<file path="config.mk">
export PLATFORM = sky130hd
export DESIGN_NAME = calc_ctrl
export DESIGN_NICKNAME = d
export VERILOG_FILES = /design/src/rtl/calc_ctrl.sv
export SDC_FILE = /design/constraint.sdc
export NUM_CORES = 1
export LEC_CHECK = 0
export CORE_MARGIN = 2
export CORE_UTILIZATION = 40
export DETAILED_ROUTE_END_ITERATION = 7
export GPL_ROUTABILITY_DRIVEN = 0
export PLACE_DENSITY = 0.62
export SETUP_SLACK_MARGIN = 0.2
export SLEW_MARGIN = 20
export SYNTH_ARGS = -nofsm -noshare
export SYNTH_HDL_FRONTEND = slang
export SYNTH_SLANG_ARGS = --single-unit
</file>
<file path="constraint.sdc">
create_clock -name IN_clk -period 4.6 [get_ports IN_clk]
set_input_delay 0.92 -clock IN_clk [delete_from_list [all_inputs] [get_ports IN_clk]]
set_output_delay 0.92 -clock IN_clk [all_outputs]
set_load 0.005 [all_outputs]
</file>
<file path="src/rtl/calc_ctrl.sv">
// Keypad sequencer in front of the 8-bit ALU: builds two decimal operands,
// issues one operation per '=' and registers the result and flags for display.
module calc_ctrl #(
  parameter int unsigned MAX_DIGITS  = 3,
  parameter bit          CHAIN_CARRY = 1'b0
) (
  input  logic       IN_clk,
  input  logic       IN_rst_n,
  input  logic       IN_clr,
  input  logic       IN_key_valid,
  input  logic [3:0] IN_key,
  input  logic [7:0] IN_alu_S,
  input  logic       IN_alu_zero,
  input  logic       IN_alu_carry,
  output logic [3:0] OUT_alu_cs,
  output logic [7:0] OUT_alu_a,
  output logic [7:0] OUT_alu_b,
  output logic       OUT_alu_cin,
  output logic [7:0] OUT_disp,
  output logic       OUT_neg,
  output logic       OUT_lt,
  output logic       OUT_zero,
  output logic       OUT_carry,
  output logic       OUT_err,
  output logic       OUT_busy,
  output logic       OUT_done
);

  localparam logic [3:0] OpAdd = 4'hA;
  localparam logic [3:0] OpSub = 4'hB;
  localparam logic [3:0] OpCmp = 4'hE;

  typedef enum logic [1:0] {StEntryA, StEntryB, StExec, StResult} state_e;

  state_e     state_q, state_d;
  logic [7:0] a_q, a_d, b_q, b_d, res_q, res_d;
  logic [3:0] op_q, op_d, cs_q, cs_d, cnt_q, cnt_d;
  logic       cin_q, cin_d, chain_q, chain_d;
  logic       neg_q, neg_d, lt_q, lt_d, zero_q, zero_d, carry_q, carry_d;
  logic       err_q, err_d, done_q, done_d;

  logic        is_digit, is_op, is_eq, digit_ok;
  logic [7:0]  cur;
  logic [11:0] prod;

  assign is_digit = IN_key_valid && (IN_key <= 4'd9);
  assign is_op    = IN_key_valid && (IN_key >= 4'hA) && (IN_key <= 4'hE);
  assign is_eq    = IN_key_valid && (IN_key == 4'hF);

  // Accumulate wide enough that 255*10+9 cannot wrap before the range check.
  assign cur      = (state_q == StEntryB) ? b_q : a_q;
  assign prod     = 12'(cur) * 12'd10 + 12'(IN_key);
  assign digit_ok = (cnt_q < 4'(MAX_DIGITS)) && (prod <= 12'd255);

  always_comb begin
    state_d = state_q;
    a_d     = a_q;
    b_d     = b_q;
    res_d   = res_q;
    op_d    = op_q;
    cs_d    = cs_q;
    cnt_d   = cnt_q;
    cin_d   = cin_q;
    chain_d = chain_q;
    neg_d   = neg_q;
    lt_d    = lt_q;
    zero_d  = zero_q;
    carry_d = carry_q;
    err_d   = err_q;
    done_d  = 1'b0;

    if (IN_clr) begin
      state_d = StEntryA;
      a_d     = '0;
      b_d     = '0;
      res_d   = '0;
      op_d    = '0;
      cs_d    = '0;
      cnt_d   = '0;
      cin_d   = 1'b0;
      chain_d = 1'b0;
      neg_d   = 1'b0;
      lt_d    = 1'b0;
      zero_d  = 1'b0;
      carry_d = 1'b0;
      err_d   = 1'b0;
    end else begin
      unique case (state_q)
        StEntryA: begin
          if (is_digit) begin
            if (digit_ok) begin
              a_d   = prod[7:0];
              cnt_d = cnt_q + 4'd1;
            end else begin
              err_d = 1'b1;
            end
          end else if (is_op) begin
            op_d    = IN_key;
            b_d     = '0;
            cnt_d   = '0;
            err_d   = 1'b0;
            chain_d = 1'b0;
            state_d = StEntryB;
          end
        end
        StEntryB: begin
          if (is_digit) begin
            if (digit_ok) begin
              b_d   = prod[7:0];
              cnt_d = cnt_q + 4'd1;
            end else begin
              err_d = 1'b1;
            end
          end else if (is_op) begin
            // Operator only replaces the pending op before any B digit.
            if (cnt_q == 4'd0) begin
              op_d  = IN_key;
              err_d = 1'b0;
            end
          end else if (is_eq) begin
            cs_d    = op_q;
            cin_d   = CHAIN_CARRY && chain_q && ((op_q == OpAdd) || (op_q == OpSub)) && carry_q;
            state_d = StExec;
          end
        end
        StExec: begin
          res_d   = IN_alu_S;
          done_d  = 1'b1;
          cs_d    = '0;
          cin_d   = 1'b0;
          state_d = StResult;
          if (op_q == OpSub) begin
            neg_d   = IN_alu_carry;
            carry_d = IN_alu_carry;
            zero_d  = IN_alu_zero;
            lt_d    = 1'b0;
          end else if (op_q == OpCmp) begin
            // ALU forces zero low for cmp, so derive it from S here.
            lt_d   = IN_alu_carry;
            zero_d = (IN_alu_S == 8'd0);
            neg_d  = 1'b0;
          end else begin
            carry_d = IN_alu_carry;
            zero_d  = IN_alu_zero;
            neg_d   = 1'b0;
            lt_d    = 1'b0;
          end
        end
        StResult: begin
          if (is_digit) begin
            a_d     = {4'd0, IN_key};
            cnt_d   = 4'd1;
            state_d = StEntryA;
          end else if (is_op) begin
            a_d     = res_q;
            op_d    = IN_key;
            b_d     = '0;
            cnt_d   = '0;
            err_d   = 1'b0;
            chain_d = 1'b1;
            state_d = StEntryB;
          end
        end
        default: state_d = StEntryA;
      endcase
    end
  end

  always_ff @(posedge IN_clk or negedge IN_rst_n) begin
    if (!IN_rst_n) begin
      state_q <= StEntryA;
      a_q     <= '0;
      b_q     <= '0;
      res_q   <= '0;
      op_q    <= '0;
      cs_q    <= '0;
      cnt_q   <= '0;
      cin_q   <= 1'b0;
      chain_q <= 1'b0;
      neg_q   <= 1'b0;
      lt_q    <= 1'b0;
      zero_q  <= 1'b0;
      carry_q <= 1'b0;
      err_q   <= 1'b0;
      done_q  <= 1'b0;
    end else begin
      state_q <= state_d;
      a_q     <= a_d;
      b_q     <= b_d;
      res_q   <= res_d;
      op_q    <= op_d;
      cs_q    <= cs_d;
      cnt_q   <= cnt_d;
      cin_q   <= cin_d;
      chain_q <= chain_d;
      neg_q   <= neg_d;
      lt_q    <= lt_d;
      zero_q  <= zero_d;
      carry_q <= carry_d;
      err_q   <= err_d;
      done_q  <= done_d;
    end
  end

  always_comb begin
    OUT_disp = a_q;
    unique case (state_q)
      StEntryA:         OUT_disp = a_q;
      StEntryB, StExec: OUT_disp = (cnt_q != 4'd0) ? b_q : a_q;
      StResult:         OUT_disp = res_q;
      default:          OUT_disp = a_q;
    endcase
  end

  assign OUT_alu_cs  = cs_q;
  assign OUT_alu_a   = a_q;
  assign OUT_alu_b   = b_q;
  assign OUT_alu_cin = cin_q;
  assign OUT_neg     = neg_q;
  assign OUT_lt      = lt_q;
  assign OUT_zero    = zero_q;
  assign OUT_carry   = carry_q;
  assign OUT_err     = err_q;
  assign OUT_busy    = (state_q == StExec);
  assign OUT_done    = done_q;

endmodule
</file>
==> flow_metrics.env, run 1 <==
export IMPL_cap_violations=0
export IMPL_path_delay_family="adder cells"
export IMPL_synth_edff_count=0
export IMPL_synth_cell_types=68
export IMPL_hold_depth=2
export IMPL_grt_max_degree=45
export IMPL_drv_slew=0
export IMPL_dpl_cell_area_um2=4011
export IMPL_grt_pass1_vias=2997
export IMPL_drcViolationCount=0
export IMPL_drt_wl_total_um=9748
export IMPL_hpwl_um=7055
export IMPL_antennaDiodeCount=0
export IMPL_ys_warn_count=0
export IMPL_io_pins=54
export IMPL_startpoint="state_q[1]$_DFFE_PN0P_"
export IMPL_reg2reg_to="OUT_alu_a[3]$_DFFE_PN0P_"
export IMPL_areaGrowthSynthToFinish_pct=27.10
export IMPL_hold_path_startpoint="OUT_alu_cs[1]$_DFFE_PN0P_"
export IMPL_end_kind="register"
export IMPL_cts_buffers=5
export IMPL_crit_type="reg -> reg"
export IMPL_dieWidth_um=95.73
export IMPL_tightest_slew_ps=778.1
export IMPL_worst_path_stages=17
export IMPL_hold_viol_final=0
export IMPL_r2r_start="state_q[1]$_DFFE_PN0P_"
export IMPL_core_um2=8175
export IMPL_p_per_area_nw_per_um2=455.3
export IMPL_overflow=0
export IMPL_layout_common_cells="clkdlybuf4s50_1, dfrtp_1, nor2_1"
export IMPL_finClkSkew_ps=9.909
export IMPL_wl_per_cell_um=18.19
export IMPL_drt_iter0_markers=210
export IMPL_grt_pass1_wl_um=15310
export IMPL_clock_sinks=44
export IMPL_drive_gt1_share_pct=16.01
export IMPL_rsz0062_at_grt="false"
export IMPL_via_count=3002
export IMPL_syn_inst=369
export IMPL_antenna_found_initial=0
export IMPL_start_util_pct=41.17
export IMPL_path_buf_inv=3
export IMPL_crit_path_start_kind="register"
export IMPL_clk_insertion_delay_late_ps=300
export IMPL_final_nets=473
export IMPL_critPathMostFrequentCell="ha_1"
export IMPL_die_y_um=95.73
export IMPL_finalSetupViolCount=0
export IMPL_synth_main_ff_cell="dfrtp_1"
export IMPL_period_share_pct=91.55
export IMPL_required_ps=4790
export IMPL_gr_usage_all_layers_pct=22.07
export IMPL_fill_cells=795
export IMPL_p_leak_uw=0.001889
export IMPL_slowest_stage="fa_1"
export IMPL_min_delay_path_class="reg -> reg"
export IMPL_layout_commonest_cell="clkdlybuf4s50_1"
export IMPL_ant_nets=0
export IMPL_r2r_slack_ps=390
export IMPL_ir_worst_vdd_mv=0.2593
export IMPL_synth_nets=411
export IMPL_io_buffers=52
export IMPL_synthArstFlopShare_pct=100.0
export IMPL_via_per_inst=5.601
export IMPL_synth_avg_cell_area_um2=9.121
export IMPL_cts_tree="done"
export IMPL_cts_max_level=2
export IMPL_timing_max_slew_rel_slack_pct=47.96
export IMPL_synth_seq_cells=44
export IMPL_fin_cells=536
export IMPL_path_clk_slew_ps=90
export IMPL_final_area_um2=4278
export IMPL_period_needed_ps=4211
export IMPL_status="finished clean"
export IMPL_tns_ps=0
export IMPL_min_to="OUT_alu_cs[1]$_DFFE_PN0P_"
export IMPL_crit_chain="inv_2, ha_4, mux2_2, ha_1, ha_1, inv_1, fa_1, nor2b_2, nand2_2, a2111oi_4, nand3_1, nor4b_4, o21ai_2, nor2_2, a221o_1, buf_6, mux2_4"
export IMPL_crit_fanout=8
export IMPL_dp_cells=518
export IMPL_reg2reg_depth=17
export IMPL_rows=33
export IMPL_dieArea_um2=9164
export IMPL_max_stage_delay_ps=450
export IMPL_drtPass1Iterations=5
export IMPL_fmax_mhz=237.5
export IMPL_crit_arrival_ps=4400
export IMPL_clockRootBuffer="clkbuf_8"
export IMPL_cts_path_max_buffers=2
export IMPL_syn_cell_area_um2=3366
export IMPL_ys_seq_area_share_pct=32.71
[layout make-up]
| cell class | count | area (µm²) | share of cell area, % |
|---|---|---|---|
| Clock inverter | 2 | 60.06 | 1.404 |
| Tap cell | 105 | 131.4 | 3.071 |
| Inverter | 24 | 90.09 | 2.106 |
| Timing Repair Buffer | 73 | 679.4 | 15.88 |
| Sequential cell | 44 | 1101 | 25.74 |
| Multi-Input combinational cell | 283 | 2147 | 50.19 |
| Clock buffer | 5 | 68.82 | 1.609 |
[routing by layer]
layer | global-route usage [%] | up-vias | part of all wire [%]
li1 | - | 1426 | -
met1 | 30.79 | 1435 | 44
met2 | 34.79 | 113 | 48
met3 | 3.132 | 28 | 5.0
met4 | 8.333 | 0 | 2.9
met5 | 0 | - | 0
[what timing repair did]
action                                 4_1_cts  5_1_grt
resized for setup                            3        6
pin swaps                                    2        8
endpoints found under the hold margin        0        0
hold buffers                                 0        0
setup endpoints to repair                   17       18
buffers inserted                             1       10
[synth_stat cells, types with 8 or more instances]
cell type	count	area share, %
mux2i_1	19	5.7
a21oi_1	16	2.4
and2_1	8	1.5
mux2_2	9	3.0
inv_1	24	2.7
o21ai_0	18	2.7
clkbuf_1	12	1.3
dfrtp_1	44	33
nand2_1	38	4.2
nor2_1	43	4.8
ha_1	22	8.2
mux2_4	8	3.6
[report_power, final]
group / switching (µW) / internal [µW]
Combinational: 536 / 567
Clock: 141 / 214
Sequential: 58.9 / 432
Total: 736 / 1210
[worst max-delay path by stage]
stage | endpoint | slack, ps
final | OUT_alu_a[3]$_DFFE_PN0P_ | 390
after global routing | cnt_q[1]$_DFFE_PN0P_ | 170
after CTS | OUT_alu_a[3]$_DFFE_PN0P_ | 200
after detailed placement | OUT_alu_a[3]$_DFFE_PN0P_ | 0.8
after global placement | OUT_alu_a[6]$_DFFE_PN0P_ | 180
after floorplan | OUT_alu_a[0]$_DFFE_PN0P_ | 210
[registers in the layout (all words and copies together) (netlist names)]
name        cells
OUT_alu_a       8
OUT_alu_b       8
res_q           8
OUT_alu_cs      4
cnt_q           4
op_q            4
state_q         2
OUT_carry       1
OUT_done        1
OUT_err         1
OUT_lt          1
OUT_neg         1
OUT_zero        1
[cells by family after synthesis]
logic type / count (synthesis) / share of synthesized area (%)
AND/OR/NAND/NOR: 132 / 19.48
AO/OA/AOI/OAI: 80 / 18.07
XOR/XNOR: 10 / 2.826
multiplexers: 36 / 12.23
other: 1 / 0.1114
adder cells (fa/ha/maj): 24 / 9.368
buffers and inverters: 42 / 5.204
flip-flops: 44 / 32.71
[worst reg2reg max path, cell delays in order, from the launching register on]
cell and delay, ps:
dfrtp_1 410, inv_2 100, ha_4 190, mux2_2 390, ha_1 290, ha_1 210
inv_1 80, fa_1 450, nor2b_2 160, nand2_2 120, a2111oi_4 260, nand3_1 180
nor4b_4 330, o21ai_2 140, nor2_2 140, a221o_1 180, buf_6 170, mux2_4 310
[through the flow]
step	hold slack (ps)	utilization [%]	power (µW)	setup WS (ps)
after floorplan	473.3	-	1161	213.5
after global placement	467.3	49.07	1468	177.3
after detailed placement	472.2	49.07	1476	0.7776
after CTS	493.1	50.92	1853	204.1
after global routing	514.4	52.33	2075	174.9
final	485.2	52.33	1948	388.9
(Power assumes the default switching activity.)
==> inputs of run 2 (changes only) <==
--- a/config.mk
+++ b/config.mk
@@ -5,6 +5,7 @@
 export SDC_FILE = /design/constraint.sdc
 export NUM_CORES = 1
 export LEC_CHECK = 0
+export CORE_ASPECT_RATIO = 0.5
 export CORE_MARGIN = 2
 export CORE_UTILIZATION = 40
 export DETAILED_ROUTE_END_ITERATION = 7
==> flow_metrics.env, run 2 (same netlist as run 1, synthesis figures left out) <==
export IMPL_top_usage_layer="met2"
export IMPL_via_count=2990
export IMPL_end_kind="register"
export IMPL_final_nets=467
export IMPL_ir_worst_vdd_mv=0.2307
export IMPL_cap_violations=0
export IMPL_io_pins=54
export IMPL_grt_pass1_wl_um=15920
export IMPL_drv_slew=0
export IMPL_ant_nets=0
export IMPL_r2r_slack_ps=390
export IMPL_core_um2=8087
export IMPL_cts_max_level=2
export IMPL_clock_sinks=44
export IMPL_drt_iter0_markers=270
export IMPL_dp_cells=524
export IMPL_tns_ps=0
export IMPL_via_per_inst=5.558
export IMPL_tightest_slew_ps=925.0
export IMPL_grt_pass1_vias=2976
export IMPL_drcViolationCount=0
export IMPL_slowest_stage="fa_1"
export IMPL_antennaDiodeCount=0
export IMPL_post_place_ws_ps=13.34
export IMPL_cts_path_max_buffers=2
export IMPL_min_delay_path_class="reg -> reg"
export IMPL_dieWidth_um=133.7
export IMPL_wl_per_cell_um=18.18
export IMPL_grt_max_degree=45
export IMPL_fill_cells=733
export IMPL_path_clk_slew_ps=70
export IMPL_period_share_pct=91.46
export IMPL_clockRootBuffer="clkbuf_16"
export IMPL_start_util_pct=41.62
export IMPL_crit_chain="inv_2, ha_4, mux2_2, ha_1, ha_1, inv_1, fa_1, nor2b_2, nand2_2, a2111oi_4, nand4_1, a211oi_4, o211ai_2, and3_1, a2111oi_2, o32ai_1"
export IMPL_crit_end="cnt_q[1]$_DFFE_PN0P_"
export IMPL_r2r_start="state_q[1]$_DFFE_PN0P_"
export IMPL_io_buffers=52
export IMPL_drt_wl_total_um=9780
export IMPL_cts_buffers=5
export IMPL_power_uw=2006
export IMPL_dieArea_um2=9209
export IMPL_timing_max_slew_rel_slack_pct=38.14
export IMPL_gr_usage_all_layers_pct=22.42
export IMPL_reg2reg_to="cnt_q[1]$_DFFE_PN0P_"
export IMPL_clk_insertion_delay_late_ps=290
export IMPL_startpoint="state_q[1]$_DFFE_PN0P_"
export IMPL_hpwl_um=7205
export IMPL_hold_viol_final=0
export IMPL_finalSetupViolCount=0
export IMPL_crit_type="reg -> reg"
export IMPL_grt_use_met2_pct=36.28
export IMPL_drtPass1Iterations=5
export IMPL_p_per_area_nw_per_um2=466.4
export IMPL_antenna_found_initial=0
export IMPL_crit_path_start_kind="register"
export IMPL_layout_commonest_cell="clkdlybuf4s50_1"
export IMPL_cts_tree="done"
export IMPL_crit_arrival_ps=4350
export IMPL_required_ps=4740
export IMPL_dpl_cell_area_um2=4013
export IMPL_setup_ws_ps=392.8
export IMPL_layout_common_cells="clkdlybuf4s50_1, dfrtp_1, nor2_1"
export IMPL_reg2reg_depth=16
export IMPL_grtUsageMet3_pct=4.825
export IMPL_rsz0062_at_grt="false"
export IMPL_crit_fanout=8
export IMPL_drive_gt1_share_pct=15.96
export IMPL_critPathMostFrequentCell="ha_1"
export IMPL_areaGrowthSynthToFinish_pct=27.81
export IMPL_p_leak_uw=0.001886
export IMPL_fin_cells=538
export IMPL_die_y_um=68.87
export IMPL_final_area_um2=4302
export IMPL_max_stage_delay_ps=450
export IMPL_status="finished clean"
export IMPL_use_met1_pct=31.00
export IMPL_overflow=0
export IMPL_rows=23
export IMPL_finClkSkew_ps=4.078
export IMPL_fmax_mhz=237.7
export IMPL_period_needed_ps=4207
-- run 2: worst min-delay path by stage --
stage,start,endpoint,cells after the start
final,OUT_alu_cs[2]$_DFFE_PN0P_,OUT_alu_cs[2]$_DFFE_PN0P_,2
after global routing,OUT_alu_cs[3]$_DFFE_PN0P_,OUT_alu_cs[3]$_DFFE_PN0P_,2
after CTS,OUT_alu_cs[2]$_DFFE_PN0P_,OUT_alu_cs[2]$_DFFE_PN0P_,2
after detailed placement,OUT_alu_cs[2]$_DFFE_PN0P_,OUT_alu_cs[2]$_DFFE_PN0P_,2
after global placement,OUT_alu_cs[3]$_DFFE_PN0P_,OUT_alu_cs[3]$_DFFE_PN0P_,2
after floorplan,OUT_alu_cs[0]$_DFFE_PN0P_,OUT_alu_cs[0]$_DFFE_PN0P_,2
-- run 2: final cells by class --
cell class / instances / area, µm² / area share (%)
sequential: 44 / 1102 / 25.63
multi-input combinational: 283 / 2151 / 50.00
clock inverter: 3 / 46.29 / 1.076
tap: 112 / 140.1 / 3.258
clock buffer: 5 / 125.1 / 2.909
timing repair buffer: 67 / 646.9 / 15.04
inverter: 24 / 90.09 / 2.094
-- run 2: critical path: cells and delay by family (launching register included) --
family                   cells  cell delay [ps]
adder cells (fa/ha/maj)      4             1180
AO/OA/AOI/OAI                5             1200
multiplexers                 1              380
AND/OR/NAND/NOR              4              740
buffers and inverters        2              170
flip-flops                   1              390
-- run 2: routing by layer --
metal  vias up  wire length [µm]
met3        10               745
met5         -                 0
met1      1458              4606
met4         0                90
met2       103              4338
li1       1419                 -
-- run 2: repair_timing --
item | in CTS | in global routing
pin swaps | 4 | 10
endpoints found under the setup margin | 17 | 17
cloned | 0 | 0
resized for setup | 3 | 9
hold buffers | 0 | 0
setup buffers | 3 | 3
-- run 2: stage by stage --
step	utilization [%]	hold WS (ps)
global placement	49.62	470.7
detailed placement	49.62	471.2
floorplan	-	473.3
global route	53.20	513.4
finish	53.20	484.4
CTS	52.33	487.2
-- run 2: power by group --
part,switching [µW],internal (µW)
Combinational,546,549
Sequential,59.0,432
Clock,162,258
Total,767,1240
